File: config.mk
export PLATFORM = sky130hd
export DESIGN_NAME = alu32_arbiter_flat
export DESIGN_NICKNAME = d
export VERILOG_FILES = /design/src/rtl/alu32_arbiter_if.sv /design/src/rtl/alu32_arbiter.sv /design/src/flat_wrapper.sv
export SDC_FILE = /design/constraint.sdc
export NUM_CORES = 1
export LEC_CHECK = 0
export BUFFER_PORTS_ARGS = -buffer_cell sky130_fd_sc_hd__buf_2
export CAP_MARGIN = 20
export CORE_ASPECT_RATIO = 1.4
export CORE_MARGIN = 10
export CORE_UTILIZATION = 32
export DETAILED_ROUTE_END_ITERATION = 12
export PLACE_DENSITY_LB_ADDON = 0.3
export SLEW_MARGIN = 5
export SYNTH_ARGS = -nofsm -noshare
export SYNTH_HDL_FRONTEND = slang
export SYNTH_SLANG_ARGS = --single-unit
File: constraint.sdc
create_clock -name clk -period 2.3 [get_ports clk]
set_input_delay 0.115 -clock clk [delete_from_list [all_inputs] [get_ports clk]]
set_output_delay 0.115 -clock clk [all_outputs]
set_load 0.05 [all_outputs]
File: src/rtl/alu32_arbiter_if.sv
// Bundle of request, shared-ALU and response signals for the two-port
// ALU arbiter. slave is the arbiter's view, master the surrounding logic.
interface alu32_arbiter_if #(
  parameter int WIDTH = 32
);
  // Request side
  logic [1:0]       req_valid;
  logic [1:0]       req_ready;
  logic [WIDTH-1:0] req_a0;
  logic [WIDTH-1:0] req_b0;
  logic [2:0]       req_f0;
  logic [WIDTH-1:0] req_a1;
  logic [WIDTH-1:0] req_b1;
  logic [2:0]       req_f1;

  // Shared ALU side
  logic [WIDTH-1:0] alu_a;
  logic [WIDTH-1:0] alu_b;
  logic [2:0]       alu_f;
  logic [WIDTH-1:0] alu_y;
  logic             alu_zero;
  logic             alu_overflow;

  // Response side
  logic             rsp_valid;
  logic             rsp_ready;
  logic             rsp_id;
  logic [WIDTH-1:0] rsp_y;
  logic             rsp_zero;
  logic             rsp_overflow;
  logic             rsp_err;

  modport slave (
    input  req_valid, req_a0, req_b0, req_f0, req_a1, req_b1, req_f1,
    input  alu_y, alu_zero, alu_overflow, rsp_ready,
    output req_ready, alu_a, alu_b, alu_f,
    output rsp_valid, rsp_id, rsp_y, rsp_zero, rsp_overflow, rsp_err
  );

  modport master (
    output req_valid, req_a0, req_b0, req_f0, req_a1, req_b1, req_f1,
    output alu_y, alu_zero, alu_overflow, rsp_ready,
    input  req_ready, alu_a, alu_b, alu_f,
    input  rsp_valid, rsp_id, rsp_y, rsp_zero, rsp_overflow, rsp_err
  );
endinterface

File: src/rtl/alu32_arbiter.sv
// Round-robin sharing of one combinational ALU between two requesters.
// A granted request is registered onto the ALU inputs for one cycle, the
// result is captured and then offered on a valid/ready response channel.
// Illegal function codes skip the ALU and answer with rsp_err set.
module alu32_arbiter #(
  parameter int WIDTH     = 32,
  parameter bit INIT_PRIO = 1'b0
) (
  input logic             clk,
  input logic             reset_n,
  alu32_arbiter_if.slave  bus
);

  typedef enum logic [1:0] {
    IDLE = 2'd0,
    EXEC = 2'd1,
    RESP = 2'd2
  } state_t;

  state_t           state;
  logic             prio;
  logic [1:0]       grant;
  logic             win;
  logic [WIDTH-1:0] win_a;
  logic [WIDTH-1:0] win_b;
  logic [2:0]       win_f;

  function automatic logic is_legal(input logic [2:0] f);
    case (f)
      3'b000, 3'b001, 3'b010, 3'b110, 3'b111: is_legal = 1'b1;
      default:                                is_legal = 1'b0;
    endcase
  endfunction

  // One-hot grant in IDLE; ties resolved by the priority pointer.
  always_comb begin
    // NOTE: every output of a combinational block gets a default first so no latch is inferred.
    grant = 2'b00;
    if (state == IDLE) begin
      case (bus.req_valid)
        2'b01:   grant = 2'b01;
        2'b10:   grant = 2'b10;
        2'b11:   grant = prio ? 2'b10 : 2'b01;
        default: grant = 2'b00;
      endcase
    end
    win   = grant[1];
    win_a = win ? bus.req_a1 : bus.req_a0;
    win_b = win ? bus.req_b1 : bus.req_b0;
    win_f = win ? bus.req_f1 : bus.req_f0;
  end

  // Reset also masks the grant so req_ready reads 00 while reset_n is low.
  assign bus.req_ready = grant & {2{reset_n}};

  // Control FSM with registered ALU operands and response payload.
  always_ff @(posedge clk or negedge reset_n) begin
    if (!reset_n) begin
      state            <= IDLE;
      prio             <= INIT_PRIO;
      bus.alu_a        <= '0;
      bus.alu_b        <= '0;
      bus.alu_f        <= '0;
      bus.rsp_valid    <= 1'b0;
      bus.rsp_id       <= 1'b0;
      bus.rsp_y        <= '0;
      bus.rsp_zero     <= 1'b0;
      bus.rsp_overflow <= 1'b0;
      bus.rsp_err      <= 1'b0;
    end else begin
      // NOTE: sequential state uses non-blocking assignments so every register samples pre-edge values.
      case (state)
        IDLE: begin
          if (grant != 2'b00) begin
            prio       <= ~win;
            bus.rsp_id <= win;
            if (is_legal(win_f)) begin
              bus.alu_a <= win_a;
              bus.alu_b <= win_b;
              bus.alu_f <= win_f;
              state     <= EXEC;
            end else begin
              // Illegal code: the ALU is bypassed and its operand registers keep their values.
              bus.rsp_y        <= '0;
              bus.rsp_zero     <= 1'b0;
              bus.rsp_overflow <= 1'b0;
              bus.rsp_err      <= 1'b1;
              bus.rsp_valid    <= 1'b1;
              state            <= RESP;
            end
          end
        end
        EXEC: begin
          bus.rsp_y        <= bus.alu_y;
          bus.rsp_zero     <= bus.alu_zero;
          bus.rsp_overflow <= bus.alu_overflow;
          bus.rsp_err      <= 1'b0;
          bus.rsp_valid    <= 1'b1;
          state            <= RESP;
        end
        RESP: begin
          if (bus.rsp_ready) begin
            bus.rsp_valid <= 1'b0;
            state         <= IDLE;
          end
        end
        default: state <= IDLE;
      endcase
    end
  end

endmodule

File: src/flat_wrapper.sv
// flat-port wrapper written by rule: the top's interface ports become plain ports
module alu32_arbiter_flat 
#(
  parameter int WIDTH     = 32,
  parameter bit INIT_PRIO = 1'b0
)
  (clk, reset_n, bus_req_valid, bus_req_a0, bus_req_b0, bus_req_f0, bus_req_a1, bus_req_b1, bus_req_f1, bus_alu_y, bus_alu_zero, bus_alu_overflow, bus_rsp_ready, bus_req_ready, bus_alu_a, bus_alu_b, bus_alu_f, bus_rsp_valid, bus_rsp_id, bus_rsp_y, bus_rsp_zero, bus_rsp_overflow, bus_rsp_err);
  alu32_arbiter_if #(.WIDTH(WIDTH)) bus_i ();
  input logic clk;
  input logic reset_n;
  input wire logic [$bits(bus_i.req_valid)-1:0] bus_req_valid;
  input wire logic [$bits(bus_i.req_a0)-1:0] bus_req_a0;
  input wire logic [$bits(bus_i.req_b0)-1:0] bus_req_b0;
  input wire logic [$bits(bus_i.req_f0)-1:0] bus_req_f0;
  input wire logic [$bits(bus_i.req_a1)-1:0] bus_req_a1;
  input wire logic [$bits(bus_i.req_b1)-1:0] bus_req_b1;
  input wire logic [$bits(bus_i.req_f1)-1:0] bus_req_f1;
  input wire logic [$bits(bus_i.alu_y)-1:0] bus_alu_y;
  input wire logic [$bits(bus_i.alu_zero)-1:0] bus_alu_zero;
  input wire logic [$bits(bus_i.alu_overflow)-1:0] bus_alu_overflow;
  input wire logic [$bits(bus_i.rsp_ready)-1:0] bus_rsp_ready;
  output wire logic [$bits(bus_i.req_ready)-1:0] bus_req_ready;
  output wire logic [$bits(bus_i.alu_a)-1:0] bus_alu_a;
  output wire logic [$bits(bus_i.alu_b)-1:0] bus_alu_b;
  output wire logic [$bits(bus_i.alu_f)-1:0] bus_alu_f;
  output wire logic [$bits(bus_i.rsp_valid)-1:0] bus_rsp_valid;
  output wire logic [$bits(bus_i.rsp_id)-1:0] bus_rsp_id;
  output wire logic [$bits(bus_i.rsp_y)-1:0] bus_rsp_y;
  output wire logic [$bits(bus_i.rsp_zero)-1:0] bus_rsp_zero;
  output wire logic [$bits(bus_i.rsp_overflow)-1:0] bus_rsp_overflow;
  output wire logic [$bits(bus_i.rsp_err)-1:0] bus_rsp_err;
  assign bus_i.req_valid = bus_req_valid;
  assign bus_i.req_a0 = bus_req_a0;
  assign bus_i.req_b0 = bus_req_b0;
  assign bus_i.req_f0 = bus_req_f0;
  assign bus_i.req_a1 = bus_req_a1;
  assign bus_i.req_b1 = bus_req_b1;
  assign bus_i.req_f1 = bus_req_f1;
  assign bus_i.alu_y = bus_alu_y;
  assign bus_i.alu_zero = bus_alu_zero;
  assign bus_i.alu_overflow = bus_alu_overflow;
  assign bus_i.rsp_ready = bus_rsp_ready;
  assign bus_req_ready = bus_i.req_ready;
  assign bus_alu_a = bus_i.alu_a;
  assign bus_alu_b = bus_i.alu_b;
  assign bus_alu_f = bus_i.alu_f;
  assign bus_rsp_valid = bus_i.rsp_valid;
  assign bus_rsp_id = bus_i.rsp_id;
  assign bus_rsp_y = bus_i.rsp_y;
  assign bus_rsp_zero = bus_i.rsp_zero;
  assign bus_rsp_overflow = bus_i.rsp_overflow;
  assign bus_rsp_err = bus_i.rsp_err;
  alu32_arbiter #(.WIDTH(WIDTH), .INIT_PRIO(INIT_PRIO)) u_core (.clk(clk), .reset_n(reset_n), .bus(bus_i));
endmodule
Word-level counts from Yosys, hierarchy flattened
Cells that the tools add are included.
{ "totals": {"regBits": 107, "inputBits": 173, "out_inout_bits": 106, "wordCells": 61} }
{ "op_classes": {"eq_ne": 12, "n_mux": 25, "n_bitwise": 2, "n_reduce_logical": 11} }
{ "op_table": {"columns": ["op", "count"], "rows": [
  ["32-bit two-way mux", 4],
  ["32-bit case mux with 2 select lines", 1],
  ["2-bit case mux with 3 select lines", 2],
  ["2-bit two-way mux", 5],
  ["1-bit two-way mux", 8],
  ["2-bit == test, second input constant", 3],
  ["3-bit == test, second input constant", 2],
  ["2-bit inequality test, second input constant", 3],
  ["1-bit case mux with 2 select lines", 3],
  ["3-bit AND reduction", 2],
  ["5-bit OR reduction", 1],
  ["2-bit by 1-bit == test with 1-bit output, second input constant", 2],
  ["2-bit AND reduction", 2],
  ["4-bit AND reduction", 1],
  ["2-bit nonzero test", 2],
  ["3-bit by 1-bit == test with 1-bit output, second input constant", 1],
  ["3-bit by 2-bit == test with 1-bit output, second input constant", 1],
  ["3-bit logical NOT", 1],
  ["3-bit two-way mux", 1],
  ["1-bit case mux with 3 select lines", 1],
  ["3-bit nonzero test", 1],
  ["2-bit bitwise AND", 1],
  ["2-bit logical NOT", 1],
  ["1-bit NOT", 1]
]} }

Longest topological paths before layout
Gate-level depths: netlist of the first run.
{ "depth": {"word_depth": 12, "mapped_depth": 9, "mapped_depth_nobuf": 6} }

Worst setup path before layout of the first run
OpenSTA, ideal clock, no wires.
{ "synth_path": {"path_kind": "reg-to-reg", "from": "register u_core.state[0]", "to": "register u_core.bus.alu_a[20]", "setup_ns": 0.125, "t_arrival_ns": 1.945, "required_time_ns": 2.175, "setup_slack_ns": 0.230, "path_stages_with_launch": 10, "n_path_buf": 3, "synth_period_minus_slack_ns": 2.070, "path_cell_list": "dfrtp_1 inv_1 ha_1 buf_4 nand2_2 nor2_1 buf_6 buf_4 mux2_2 mux2_4"} }
{ "synth_between": {"elab_chain_cells": 9, "elab_cells_between_ends": 15, "cone_classes": "eq/ne (4); mux (6); reduce/logical (5)"} }
{ "synth_lines": {"columns": ["item", "line", "source"], "rows": [
  ["from (decl)", "alu32_arbiter.sv:20", "state_t state;"],
  ["from (signal assigned)", "alu32_arbiter.sv:59", "state <= IDLE;"],
  ["from (signal assigned)", "alu32_arbiter.sv:81", "state <= EXEC;"],
  ["from (signal assigned)", "alu32_arbiter.sv:89", "state <= RESP;"],
  ["2-bit logical NOT *", "alu32_arbiter.sv:39, alu32_arbiter.sv:72", null],
  ["2-bit two-way mux", "alu32_arbiter.sv:39", "if (state == IDLE) begin"],
  ["3-bit two-way mux", "alu32_arbiter.sv:50", "win_f = win ? bus.req_f1 : bus.req_f0;"],
  ["3-bit by 1-bit == test with 1-bit output, or another cell as far along", "alu32_arbiter.sv:29", "case (f)"],
  ["5-bit OR reduction", "alu32_arbiter.sv:29", null],
  ["1-bit two-way mux", "alu32_arbiter.sv:29", null],
  ["1-bit two-way mux", "alu32_arbiter.sv:74", "if (grant != 2'b00) begin"],
  ["1-bit two-way mux", "alu32_arbiter.sv:72", "case (state)"],
  ["3-bit AND reduction (no line)", null, null],
  ["to (signal assigned)", "alu32_arbiter.sv:78", "bus.alu_a <= win_a;"],
  ["to (decl)", "alu32_arbiter_if.sv:36", "output req_ready, alu_a, alu_b, alu_f,"]
]} }
Mark *: on every way between the ends. The rest lies on a longest branch, timed or not. The select of a mux whose other input is x is not followed.
A chain may end at the register's enable or synchronous reset.

Worst setup path after layout of the first run
{ "layout_path": {"from": "register u_core.state[0]", "to": "register u_core.bus.alu_b[0]"} }
{ "layout_between": {"elab_chain_cells": 9, "elab_cells_between_ends": 15, "cone_classes": "eq/ne (4); mux (6); reduce/logical (5)"} }
{ "layout_lines": {"columns": ["item", "line", "source"], "rows": [
  ["2-bit logical NOT *", "alu32_arbiter.sv:39, alu32_arbiter.sv:72", null],
  ["2-bit two-way mux", "alu32_arbiter.sv:39", null],
  ["3-bit two-way mux", "alu32_arbiter.sv:50", null],
  ["3-bit by 1-bit == test with 1-bit output, or another cell as far along", "alu32_arbiter.sv:29", null],
  ["5-bit OR reduction", "alu32_arbiter.sv:29", null],
  ["1-bit two-way mux", "alu32_arbiter.sv:29", null],
  ["1-bit two-way mux", "alu32_arbiter.sv:74", null],
  ["1-bit two-way mux", "alu32_arbiter.sv:72", null],
  ["3-bit AND reduction (no line)", null, null],
  ["to (signal assigned)", "alu32_arbiter.sv:79", "bus.alu_b <= win_b;"],
  ["to (decl)", "alu32_arbiter_if.sv:36", null]
]} }
Marks and branches as above.

==> results of run 1 <==
## what timing repair did
| item | 4_1_cts | 5_1_grt |
|---|---|---|
| setup endpoints to repair | 0 | 33 |
| hold buffers | 11 | 0 |
| endpoints found under the hold margin | 29 | 0 |
| gates resized for setup | 0 | 3 |
| setup buffers | 0 | 0 |
## registers in the layout, indices dropped and copies added (netlist names)
name / count
u_core.prio: 1
u_core.bus.alu_f: 3
u_core.bus.rsp_valid: 1
u_core.bus.rsp_id: 1
u_core.bus.alu_b: 32
u_core.bus.alu_a: 32
u_core.bus.rsp_zero: 1
u_core.state: 2
u_core.bus.rsp_err: 1
u_core.bus.rsp_overflow: 1
u_core.bus.rsp_y: 32
## cells by family (layout without fill, tap and decap cells)
kind of cell | after synthesis | count (layout) | synth area share, %
AO/OA/AOI/OAI | 50 | 50 | 8.40
adder cells (fa/ha/maj) | 3 | 3 | 0.670
AND/OR/NAND/NOR | 57 | 57 | 4.51
buffers and inverters | 35 | 321 | 3.55
multiplexers | 168 | 168 | 35.0
flip-flops | 107 | 107 | 47.8
## layer usage
| layer | up-vias | wire length [µm] | part of all wire, % |
|---|---|---|---|
| met5 | - | 0 | 0 |
| met2 | 189 | 9080 | 52 |
| li1 | 2118 | - | - |
| met1 | 2205 | 6750 | 39 |
| met3 | 17 | 1450 | 8.3 |
| met4 | 0 | 170 | 0.97 |
## per-stage QoR
| stage | setup WS [ps] | hold WS, ps | utilization, % | cell area (µm²) |
|---|---|---|---|---|
| 5_1_grt | 17.7 | 11.8 | 44.6 | 7690 |
| 2_1_floorplan | 230 | -181 | - | 5600 |
| 6_report | 150 | 21.4 | 44.6 | 7690 |
| 3_3_place_gp | 225 | 42.5 | 42.1 | 7270 |
| 3_5_place_dp | 117 | 44.5 | 42.1 | 7270 |
| 4_1_cts | 22.9 | 2.09 | 44.4 | 7660 |
## layout make-up
| cell class | count | area (µm²) |
|---|---|---|
| Sequential cell | 107 | 2680 |
| Fill cell | 1649 | 9570 |
| Clock inverter | 5 | 37.5 |
| Tap cell | 236 | 295 |
| Inverter | 5 | 18.8 |
| Timing Repair Buffer | 300 | 1670 |
| Multi-Input combinational cell | 278 | 2750 |
| Clock buffer | 11 | 243 |
## where the power goes
group | internal [mW] | leakage, nW | switching (mW)
sequential | 2.79 | 1.30 | 0.557
combinational | 2.63 | 2.27 | 5.03
clock | 0.769 | 0.132 | 0.705
total | 6.20 | 3.70 | 6.30
## synth_stat cells (all sizes together)
master   instances  area share, %
mux2           134             29
dfrtp          107             48
nor2            37            2.5
a221o           34            6.1
mux2i           34            6.1
buf             26            2.9
nand2            8           0.58
inv              5           0.34
clkbuf           4           0.27
o21ai            4           0.36
ha               3           0.67
nor3             3           0.36
a211oi           2           0.49
and2             2           0.22
nand2b           2           0.22
nand3b           2           0.27
o31ai            2           0.27
a211o            1           0.16
a21o             1           0.13
a22oi            1           0.13
a2bb2oi          1           0.16
a32o             1           0.18
and2b            1           0.13
nor3b            1           0.13
o21a             1           0.13
o2bb2ai          1           0.16
o311ai           1           0.16
or2              1           0.11
## worst paths after layout
check	start	endpoint	slack (ps)	cells past startpoint
max	u_core.state[0]	u_core.bus.alu_b[0]	150	6
min	bus_alu_y[3]	u_core.bus.rsp_y[3]	20	2
max reg2reg	u_core.state[0]	u_core.bus.alu_b[0]	150	6
min reg2reg	u_core.bus.rsp_id	u_core.bus.rsp_id	490	1
max in group asynchronous	reset_n	u_core.bus.alu_a[30]	1340	3
min in group asynchronous	reset_n	u_core.prio	210	2
==> results.cfg, run 1 <==
[outcome]
status = finished clean

[power_and_ir_drop]
finalPower_mw = 12.5
ir_drop_mv = 0.820
cellPowerDensity_nw_per_um2 = 1620
p_leak_nw = 3.70

[finish]
area_growth_syn_to_layout_pct = 37.4
drive_gt1_share_pct = 63.2
antennaDiodeCount = 0
final_cell_mix = 276 x buf_2, 107 x dfrtp_1, 104 x mux2_2
final_common_cell = buf_2
instances_no_fill = 942
nNetsFinal = 877

[timing]
slew_violations = 0
hold_viol = 0
finalCritPeriodShare_pct = 93.5
setup_tns_ps = 0
finClkSkew_ps = 7.62
setup-violations-final = 0
timing.fmax_mhz = 465
rsz0062_at_grt = no
relSlewSlack_pct = 61.2
finalCriticalPeriod_ps = 2150
tightestPinTransition_ps = 576

[synthesis]
syn_avg_cell_area_um2 = 13.3
ys_seq_area_share_pct = 47.8
yosys_register_bits = 107
synth_nets = 596
ys_types = 35
syn_area_um2 = 5600
yosysWarnings = 0
synth_cells = 420

[route]
vias_per_cell = 4.81
wl_um = 17500
first_pass_iters = 4
antenna_left = 0
drtIter0Drc = 250
wl_per_cell_um = 18.5
drc_errors = 0
dr_total_vias = 4529

[global_route]
grt_util_met2_pct = 25.5
grtUsageMet1_pct = 15.5
grt-ovfl-total = 0
grt_pass1_wl_um = 27600
use_met3_pct = 5.72
grt_max_degree = 89
grt_antenna_before_repair = 0
grt_pass1_vias = 5287
grt_use_total_pct = 14.4
grt_most_used_layer = met2

[job]
cap_viol_max_count = 0

[clock_tree]
cts_tree = built
root_buffer = clkbuf_16
h-tree-depth = 3
path_clk_slew_ps = 70
insertion_delay_ps = 350
clockBufferDepth = 2
numCtsBuffers = 9
cts_sinks = 107

[floorplan]
dieArea_um2 = 23300
core-area_um2 = 17300
die_x_um = 132
die_h_um = 177
core.rowCount = 57
io_pins = 279
start_util_pct = 32.4

[setup_path]
worstPathArrival_ps = 2380
critPathTopFamily = flip-flops
crit_buf_inv = 2
cp-end-kind = flip-flop
worstPathCellList = inv_1, ha_1, o21ai_0, nor3_4, buf_12, mux2_2
critPathMaxStageDelay_ps = 400
critPathMaxFanout = 51
slowest_stage = dfrtp_1
crit_type = flip-flop to flip-flop
worst_ep_required_time_ps = 2530
cp-start-kind = flip-flop

[place]
placed_cells = 914
gp_congestion = 0.770
dp.final_hpwl_um = 13200
numPortBuffers = 278

[hold_path]
hold_path_class = primary input to flip-flop
Note: power is estimated with default switching activity, not from simulation.
==> run 2: changes to the inputs <==
--- a/config.mk
+++ b/config.mk
@@ -11,6 +11,7 @@
 export CORE_MARGIN = 10
 export CORE_UTILIZATION = 32
 export DETAILED_ROUTE_END_ITERATION = 12
+export MAX_ROUTING_LAYER = met4
 export PLACE_DENSITY_LB_ADDON = 0.3
 export SLEW_MARGIN = 5
 export SYNTH_ARGS = -nofsm -noshare
==> run 2 against run 1 <==
Compared with the run above: register-to-register slack about the same; via count down 0.13%; cell area unchanged; sequential power about the same; fmax about the same; sequential share of layout area unchanged.
==> results.cfg, run 2 (synthesized netlist as in run 1, its figures left out) <==
[power_and_ir_drop]
p_clk_share_pct = 11.8
pwr-share-seq_pct = 26.8
switching_share_pct = 50.4
cellPowerDensity_nw_per_um2 = 1620
ir_drop_mv = 0.820
p_leak_nw = 3.70
internal-power_mw = 6.20
power_frac_comb_pct = 61.4
p_sw_mw = 6.29

[setup_path]
worst_ep_required_time_ps = 2530
cp-start-kind = flip-flop
crit_type = flip-flop to flip-flop
r2r-start = u_core.state[0]
slowest_stage = dfrtp_1
critPathMaxStageDelay_ps = 410
worstPathCellList = inv_1, ha_1, o21ai_0, nor3_4, buf_12, mux2_2
cp-end-kind = flip-flop
critPathMaxFanout = 51
worstPathArrival_ps = 2380
cp-startpoint = u_core.state[0]

[floorplan]
die_x_um = 132
io_pins = 279
start_util_pct = 32.4
die_h_um = 177
dieArea_um2 = 23300
core-area_um2 = 17300
core.rowCount = 57

[finish]
antennaDiodeCount = 0
drive_gt1_share_pct = 63.2
area_growth_syn_to_layout_pct = 37.4
ff_latch_area_um2 = 2680
top_regs = u_core.bus.alu_a: 32 flops, u_core.bus.alu_b: 32 flops, u_core.bus.rsp_y: 32 flops
fillers = 1649
final_cell_mix = 276 x buf_2, 107 x dfrtp_1, 104 x mux2_2
multi_input_area_um2 = 2750
final_common_cell = buf_2
nNetsFinal = 877

[route]
drc_errors = 0
first_pass_iters = 4
drtIter0Drc = 253
vias_per_cell = 4.80
wl_um = 17400
antenna_left = 0
dr_total_vias = 4523
wl_per_cell_um = 18.5

[clock_tree]
insertion_delay_ps = 340
root_buffer = clkbuf_16
cts_sinks = 107
path_clk_slew_ps = 70
numCtsBuffers = 9
h-tree-depth = 3
clockBufferDepth = 2
cts_tree = built

[timing]
finalCritPeriodShare_pct = 93.5
setup_tns_ps = 0
setup-violations-final = 0
tightestPinTransition_ps = 574
slew_violations = 0
timing.fmax_mhz = 465
relSlewSlack_pct = 61.3
hold_viol = 0
hold_ws_ps = 22.2
rsz0062_at_grt = no
finClkSkew_ps = 6.82
finalCriticalPeriod_ps = 2150

[hold_path]
hold_path_class = primary input to flip-flop
hp-start = bus_alu_y[3]

[global_route]
grt_use_total_pct = 14.8
grt_pass1_wl_um = 27500
grt_antenna_before_repair = 0
grt-ovfl-total = 0
grt_pass1_vias = 5305
grt_max_degree = 89

[place]
numPortBuffers = 278
gp_congestion = 0.778
dp.final_hpwl_um = 13200

[outcome]
status = finished clean

[job]
cap_viol_max_count = 0
[run 2: cell counts in the layout (fill, tap and decap cells not counted)]
No cell type changed its count.
[run 2: power by group through the flow]
stage | Sequential (mW) | Combinational [mW] | Clock, mW
3_3_place_gp | 3.32 | 7.54 | 0
2_1_floorplan | 6.30 | 2.92 | 0
5_1_grt | 3.48 | 8.12 | 1.63
4_1_cts | 3.35 | 7.72 | 1.54
3_5_place_dp | 3.35 | 7.71 | 0
6_report | 3.35 | 7.67 | 1.47
[run 2: layer usage]
layer	vias to the layer above	GRT usage, %	part of all wire [%]	wire length, µm
li1	2119	-	-	-
met1	2204	16.6	42	7240
met2	183	25.5	52	9050
met3	17	3.98	5.4	948
met4	0	4.28	1.2	204
met5	-	-	0	0
[run 2: final cells by class]
cell class | count | share of cell area [%]
Multi-Input combinational cell | 278 | 35.7
Sequential cell | 107 | 34.8
Clock buffer | 11 | 3.15
Timing Repair Buffer | 300 | 21.7
Clock inverter | 5 | 0.488
Tap cell | 236 | 3.84
Inverter | 5 | 0.244
[run 2: worst paths after layout]
kind                                         to  slack [ps]  depth (start not counted)
setup / recovery            u_core.bus.alu_b[0]         150                          6
max in group asynchronous  u_core.bus.alu_a[30]        1330                          3
hold reg to reg               u_core.bus.rsp_id         490                          1
hold / removal              u_core.bus.rsp_y[3]          20                          2
min in group asynchronous           u_core.prio         210                          2
setup reg to reg            u_core.bus.alu_b[0]         150                          6
[run 2: what timing repair did]
action,CTS,global route
gates resized for setup,0,3
setup buffers,0,0
endpoints found under the setup margin,0,33
endpoints found under the hold margin,29,0
hold buffers,11,0
[run 2: worst max-delay path: cells and delay by family, from the launching register on]
family | cells | cell delay [ps]
AO/OA/AOI/OAI | 1 | 250
adder cells (fa/ha/maj) | 1 | 240
buffers and inverters | 2 | 390
flip-flops | 1 | 410
multiplexers | 1 | 380
AND/OR/NAND/NOR | 1 | 300
[run 2: through the flow]
| stage | worst slack (ps) | std cells | utilization [%] | cell area, µm² | power [mW] |
|---|---|---|---|---|---|
| floorplan | 230 | 420 | - | 5600 | 9.22 |
| global placement | 225 | 914 | 42.1 | 7270 | 10.9 |
| detailed placement | 117 | 914 | 42.1 | 7270 | 11.1 |
| CTS | 22.9 | 941 | 44.4 | 7660 | 12.6 |
| global route | 17.2 | 942 | 44.6 | 7690 | 13.2 |
| finish | 149 | 942 | 44.6 | 7690 | 12.5 |
